**src/rtl/wvb_occupancy_ctrl.sv**
```systemverilog
// wvb_occupancy_ctrl
//   Per-channel waveform-buffer occupancy tracker. Derives words-in-use from the
//   writer's next address and the last address retired by the reader, raises a
//   delayed, abortable overflow toward the write controller, and keeps slow-control
//   status: high-water flag, peak occupancy and a saturating overflow-entry count.
//
// Ports
//   clk            system clock, rising edge
//   rst_n          synchronous active-low reset
//   wvb_wr_addr    address the writer will write next
//   wvb_rddone     one-cycle strobe, reader retired one event
//   rd_stop_addr   last address of the retired event (valid with wvb_rddone)
//   hdr_full       header FIFO full (passed straight to overflow)
//   hwm_thresh     high-water threshold in words, 0 disables
//   ovf_clr        request to leave the overflow state
//   peak_clr       reload peak tracker with current occupancy
//   overflow       hdr_full OR buffer in overflow state
//   wvb_wused      registered words in use, zero-extended
//   wvb_wused_peak maximum wvb_wused since reset or peak_clr
//   hwm_flag       registered (wvb_wused >= hwm_thresh) && hwm_thresh != 0
//   ovf_count      number of overflow-state entries, saturating at 0xFFFF
module wvb_occupancy_ctrl #(
   parameter int unsigned P_ADR_WIDTH = 12,
   parameter int unsigned P_OVF_DELAY = 7
) (
   input  logic                   clk,
   input  logic                   rst_n,
   input  logic [P_ADR_WIDTH-1:0] wvb_wr_addr,
   input  logic                   wvb_rddone,
   input  logic [P_ADR_WIDTH-1:0] rd_stop_addr,
   input  logic                   hdr_full,
   input  logic [15:0]            hwm_thresh,
   input  logic                   ovf_clr,
   input  logic                   peak_clr,
   output logic                   overflow,
   output logic [15:0]            wvb_wused,
   output logic [15:0]            wvb_wused_peak,
   output logic                   hwm_flag,
   output logic [15:0]            ovf_count
);

   localparam logic [P_ADR_WIDTH-1:0] AdrOne  = P_ADR_WIDTH'(1);
   localparam logic [7:0]             CntLast = 8'(P_OVF_DELAY - 1);

   typedef enum logic [1:0] {
      StIdle = 2'd0,
      StArm  = 2'd1,
      StOvf  = 2'd2
   } state_e;

   state_e                 state_q, state_d;
   logic [7:0]             cnt_q, cnt_d;
   logic [P_ADR_WIDTH-1:0] last_rd_q;
   logic [15:0]            wused_q;
   logic [15:0]            peak_q;
   logic                   hwm_q;
   logic [15:0]            ovf_count_q;

   logic                   at_limit;
   logic [P_ADR_WIDTH-1:0] used;
   logic [15:0]            used_ext;
   logic                   ovf_enter;

   // The slot at last_rd_addr is never written, so writer == last_rd means full.
   assign at_limit = (wvb_wr_addr == last_rd_q);
   assign used     = wvb_wr_addr - last_rd_q - AdrOne;
   assign used_ext = {{(16 - P_ADR_WIDTH){1'b0}}, used};

   always_comb begin
      state_d   = state_q;
      cnt_d     = cnt_q;
      ovf_enter = 1'b0;
      unique case (state_q)
         StIdle: begin
            if (at_limit) begin
               if (P_OVF_DELAY > 1) begin
                  state_d = StArm;
                  cnt_d   = 8'd1;
               end else begin
                  state_d   = StOvf;
                  cnt_d     = 8'd0;
                  ovf_enter = 1'b1;
               end
            end
         end
         StArm: begin
            if (!at_limit) begin
               // Reader freed space before the delay expired.
               state_d = StIdle;
               cnt_d   = 8'd0;
            end else if (cnt_q == CntLast) begin
               state_d   = StOvf;
               cnt_d     = 8'd0;
               ovf_enter = 1'b1;
            end else begin
               cnt_d = cnt_q + 8'd1;
            end
         end
         StOvf: begin
            // A clear while still full is dropped, not held pending.
            if (ovf_clr && !at_limit) begin
               state_d = StIdle;
            end
         end
         default: begin
            state_d = StIdle;
            cnt_d   = 8'd0;
         end
      endcase
   end

   always_ff @(posedge clk) begin
      if (!rst_n) begin
         state_q     <= StIdle;
         cnt_q       <= 8'd0;
         last_rd_q   <= '1;
         wused_q     <= 16'd0;
         peak_q      <= 16'd0;
         hwm_q       <= 1'b0;
         ovf_count_q <= 16'd0;
      end else begin
         state_q <= state_d;
         cnt_q   <= cnt_d;
         if (wvb_rddone) begin
            last_rd_q <= rd_stop_addr;
         end
         wused_q <= used_ext;
         hwm_q   <= (hwm_thresh != 16'd0) && (used_ext >= hwm_thresh);
         if (peak_clr) begin
            peak_q <= used_ext;
         end else if (used_ext > peak_q) begin
            peak_q <= used_ext;
         end
         if (ovf_enter && (ovf_count_q != 16'hFFFF)) begin
            ovf_count_q <= ovf_count_q + 16'd1;
         end
      end
   end

   assign overflow       = hdr_full | (state_q == StOvf);
   assign wvb_wused      = wused_q;
   assign wvb_wused_peak = peak_q;
   assign hwm_flag       = hwm_q;
   assign ovf_count      = ovf_count_q;

endmodule

```
**config.mk**
```make
export PLATFORM = sky130hd
export DESIGN_NAME = wvb_occupancy_ctrl
export DESIGN_NICKNAME = d
export VERILOG_FILES = /design/src/rtl/wvb_occupancy_ctrl.sv
export SDC_FILE = /design/constraint.sdc
export NUM_CORES = 1
export LEC_CHECK = 0
export ABC_AREA = 1
export CORE_ASPECT_RATIO = 0.75
export CORE_MARGIN = 2
export CORE_UTILIZATION = 50
export CTS_CLUSTER_SIZE = 40
export DETAILED_ROUTE_END_ITERATION = 6
export PLACE_DENSITY_LB_ADDON = 0.12
export SLEW_MARGIN = 20
export SYNTH_ARGS = -nofsm -noshare
export SYNTH_HDL_FRONTEND = slang
export SYNTH_SLANG_ARGS = --single-unit
```
**constraint.sdc**
```tcl
create_clock -name clk -period 8.4 [get_ports clk]
set_input_delay 1.68 -clock clk [delete_from_list [all_inputs] [get_ports clk]]
set_output_delay 1.68 -clock clk [all_outputs]
set_load 0.01 [all_outputs]
```
==> impl_metrics.json <==
{
  "antenna_found_initial": 0,
  "cts_tree": "built",
  "core_um2": 8380,
  "drc_errors": 0,
  "slowest_delay_ns": 0.46,
  "min_period_ns": 4.82,
  "num_io_pins": 96,
  "clkSinkCount": 63,
  "num_vias": 4075,
  "max_clock_freq_mhz": 208,
  "critPathCaptureType": "flip-flop",
  "ctsHtreeMaxLevel": 3,
  "fin_tns_setup_ns": 0,
  "io_buffer_count": 87,
  "detail-route-antenna-nets": 0,
  "cap_viol_max_count": 0,
  "cpMostUsedCell": "nand2_1",
  "synth_top_cell_by_area": "dfxtp_1",
  "critPathSlowestCell": "clkdlybuf4s50_1",
  "clk_pin_slew_ns": 0.05,
  "num_rows": 29,
  "place_area_um2": 5160,
  "grt_max_degree": 33,
  "p_per_area_nw_per_um2": 181,
  "viasPerCell": 4.92,
  "vdd_drop_max_mv": 0.0818,
  "initial_core_util": 0.508,
  "synth_edf_count": 0,
  "netlist_instances": 633,
  "yosysWarnings": 0,
  "cts_buffer_depth": 2,
  "timing.final.ws_setup_ns": 3.58,
  "nets": 801,
  "synthDominantCellAreaShare": 0.296,
  "globalRouteTotalUtil": 0.224,
  "min_path_type": "reg -> reg",
  "mostFrequentLayoutCells": "150 x nand2_1, 100 x inv_1, 87 x clkdlybuf4s50_1",
  "diodes": 0,
  "crit_family": "simple AND/OR/NAND/NOR gates",
  "arrival_ns": 5.08,
  "synth_seq_cells": 63,
  "hold_viol_final": 0,
  "area_growth_pct": 28.0,
  "status": "completed",
  "worst_slew_pin_slew_ns": 0.665,
  "grt_overflow": 0,
  "synth_flop_cell": "dfxtp_1",
  "p_leak_nw": 2.62,
  "die_x_um": 111,
  "synthesis.area_um2": 4260,
  "wire_per_inst_um": 12.1,
  "crit_type": "in -> reg",
  "clkLatencyLatePin_ns": 0.32,
  "drive_gt1_frac": 0.0472,
  "fin_worst_skew_ns": 0.00381,
  "final_area_um2": 5450,
  "dieArea_um2": 9280,
  "relSlewSlack": 0.555,
  "path_buf_inv": 3,
  "mostFrequentLayoutCell": "nand2_1",
  "synth_cell_types": 39,
  "path_cells": "clkdlybuf4s50_1, ha_1, inv_1, fa_1, o21bai_1, nand2_1, nand3_1, nand2_1, ha_1, nand2_1, inv_1, nand2_1, nor2_1, nand4_1, nand2_1, nand2_1, nand2_1, nand2_1, nor2_1",
  "synth_area_leaders": "dfxtp_1 30%, nand2_1 13%, ha_1 11%, inv_1 8.8%, a21oi_1 6.7%",
  "post_cts_resized": 0,
  "clock-root-buffer": "clkbuf_16",
  "hold_ws_ns": 0.465,
  "rsz0062_at_grt": "no",
  "die_h_um": 83.9,
  "grt_pass1_vias": 3847,
  "gp_congestion": 0.858,
  "grt_pass1_wl_um": 17400,
  "finalPower_w": 0.000987,
  "startpoint_type": "input pin",
  "routed_wl_um": 10100,
  "postCtsHoldBufs": 0,
  "drtPass1Iterations": 4,
  "place_worst_setup_slack_ns": 3.26,
  "worstPathRequired_ns": 8.66,
  "cts_buffers": 9,
  "fin_crit_sh": 0.574,
  "dp_hpwl_um": 7770,
  "ys_seq_area_frac": 0.296,
  "setup_viol": 0,
  "avgSynthCellArea_um2": 6.73,
  "drt_iter0_markers": 190,
  "synthArstFlopShare": 0,
  "critPathMaxFanout": 13,
  "final_max_slew_viol_count": 0,
  "post_cts_buffers": 0
}
-- cell type report --
type	count	area (um^2)
clock buffer	12	246
clock inverter	4	45.0
fill	780	2930
inverter	104	392
multi-input combinational	450	2490
sequential	63	1260
tap	108	135
timing repair buffer	88	878
-- worst paths after layout --
path	start	cells after the start	slack (ns)	endpoint
setup / recovery	wvb_wr_addr[0]	19	3.58	wvb_wused_peak[9]$_SDFFE_PN0P_
hold / removal	last_rd_q[10]$_SDFFE_PN1P_	2	0.47	last_rd_q[10]$_SDFFE_PN1P_
setup reg to reg	last_rd_q[0]$_SDFFE_PN1P_	19	5.04	wvb_wused_peak[9]$_SDFFE_PN0P_
hold reg to reg	last_rd_q[10]$_SDFFE_PN1P_	2	0.47	last_rd_q[10]$_SDFFE_PN1P_
-- synth_stat cells (4+ instances only) --
cell	instances
xnor2_1	10
dfxtp_1	63
clkbuf_1	10
a21oi_1	57
nand2_1	150
nand3b_1	4
nand3_1	52
nand4_1	14
nor3_1	5
buf_4	8
inv_1	100
ha_1	38
xor2_1	8
nor2_1	61
o21ai_0	18
-- through the flow --
step,utilization,cells
after floorplan,-,640
after global placement,0.616,813
after detailed placement,0.616,813
after CTS,0.650,829
after global routing,0.650,829
final,0.650,829
-- report_power, final --
part	leakage, nW	internal [W]	switching [W]
clock network	0.146	0.000236	0.000128
registers	0.518	0.000324	0.0000135
logic	1.96	0.000126	0.000160
total	2.62	0.000686	0.000301
-- metal layers --
layer  vias to the layer above  track usage  share of wire
li1                       2177            -              -
met1                      1785        0.306           0.50
met4                         0       0.0568         0.0057
met2                       108        0.355           0.43
met5                         -            0              0
met3                         5       0.0552          0.056
-- cells by family (layout without fill, tap and decap cells) --
| family | after synthesis | after routing | share of synthesized area |
|---|---|---|---|
| DFF | 63 | 63 | 0.296 |
| other | 1 | 8 | 0.000880 |
| buffers and inverters | 127 | 208 | 0.125 |
| adders and majority gates | 39 | 39 | 0.116 |
| AOI/OAI and AO/OA | 79 | 79 | 0.0958 |
| xor gates and xnor gates | 18 | 18 | 0.0370 |
| and+or+nand+nor | 306 | 306 | 0.329 |
-- registers in the layout (all words and copies together), names as in the netlist --
signal and count:
cnt_q 8, state_q 2, wvb_wused 12, hwm_flag 1
wvb_wused_peak 12, last_rd_q 12, ovf_count 16
-- tightest hold or removal path, cell delays in order (launching register included) --
cell and delay [ns]:
dfxtp_1 0.29, inv_1 0.06, o21ai_0 0.07
No activity file was read; power rests on OpenSTA's default activity.
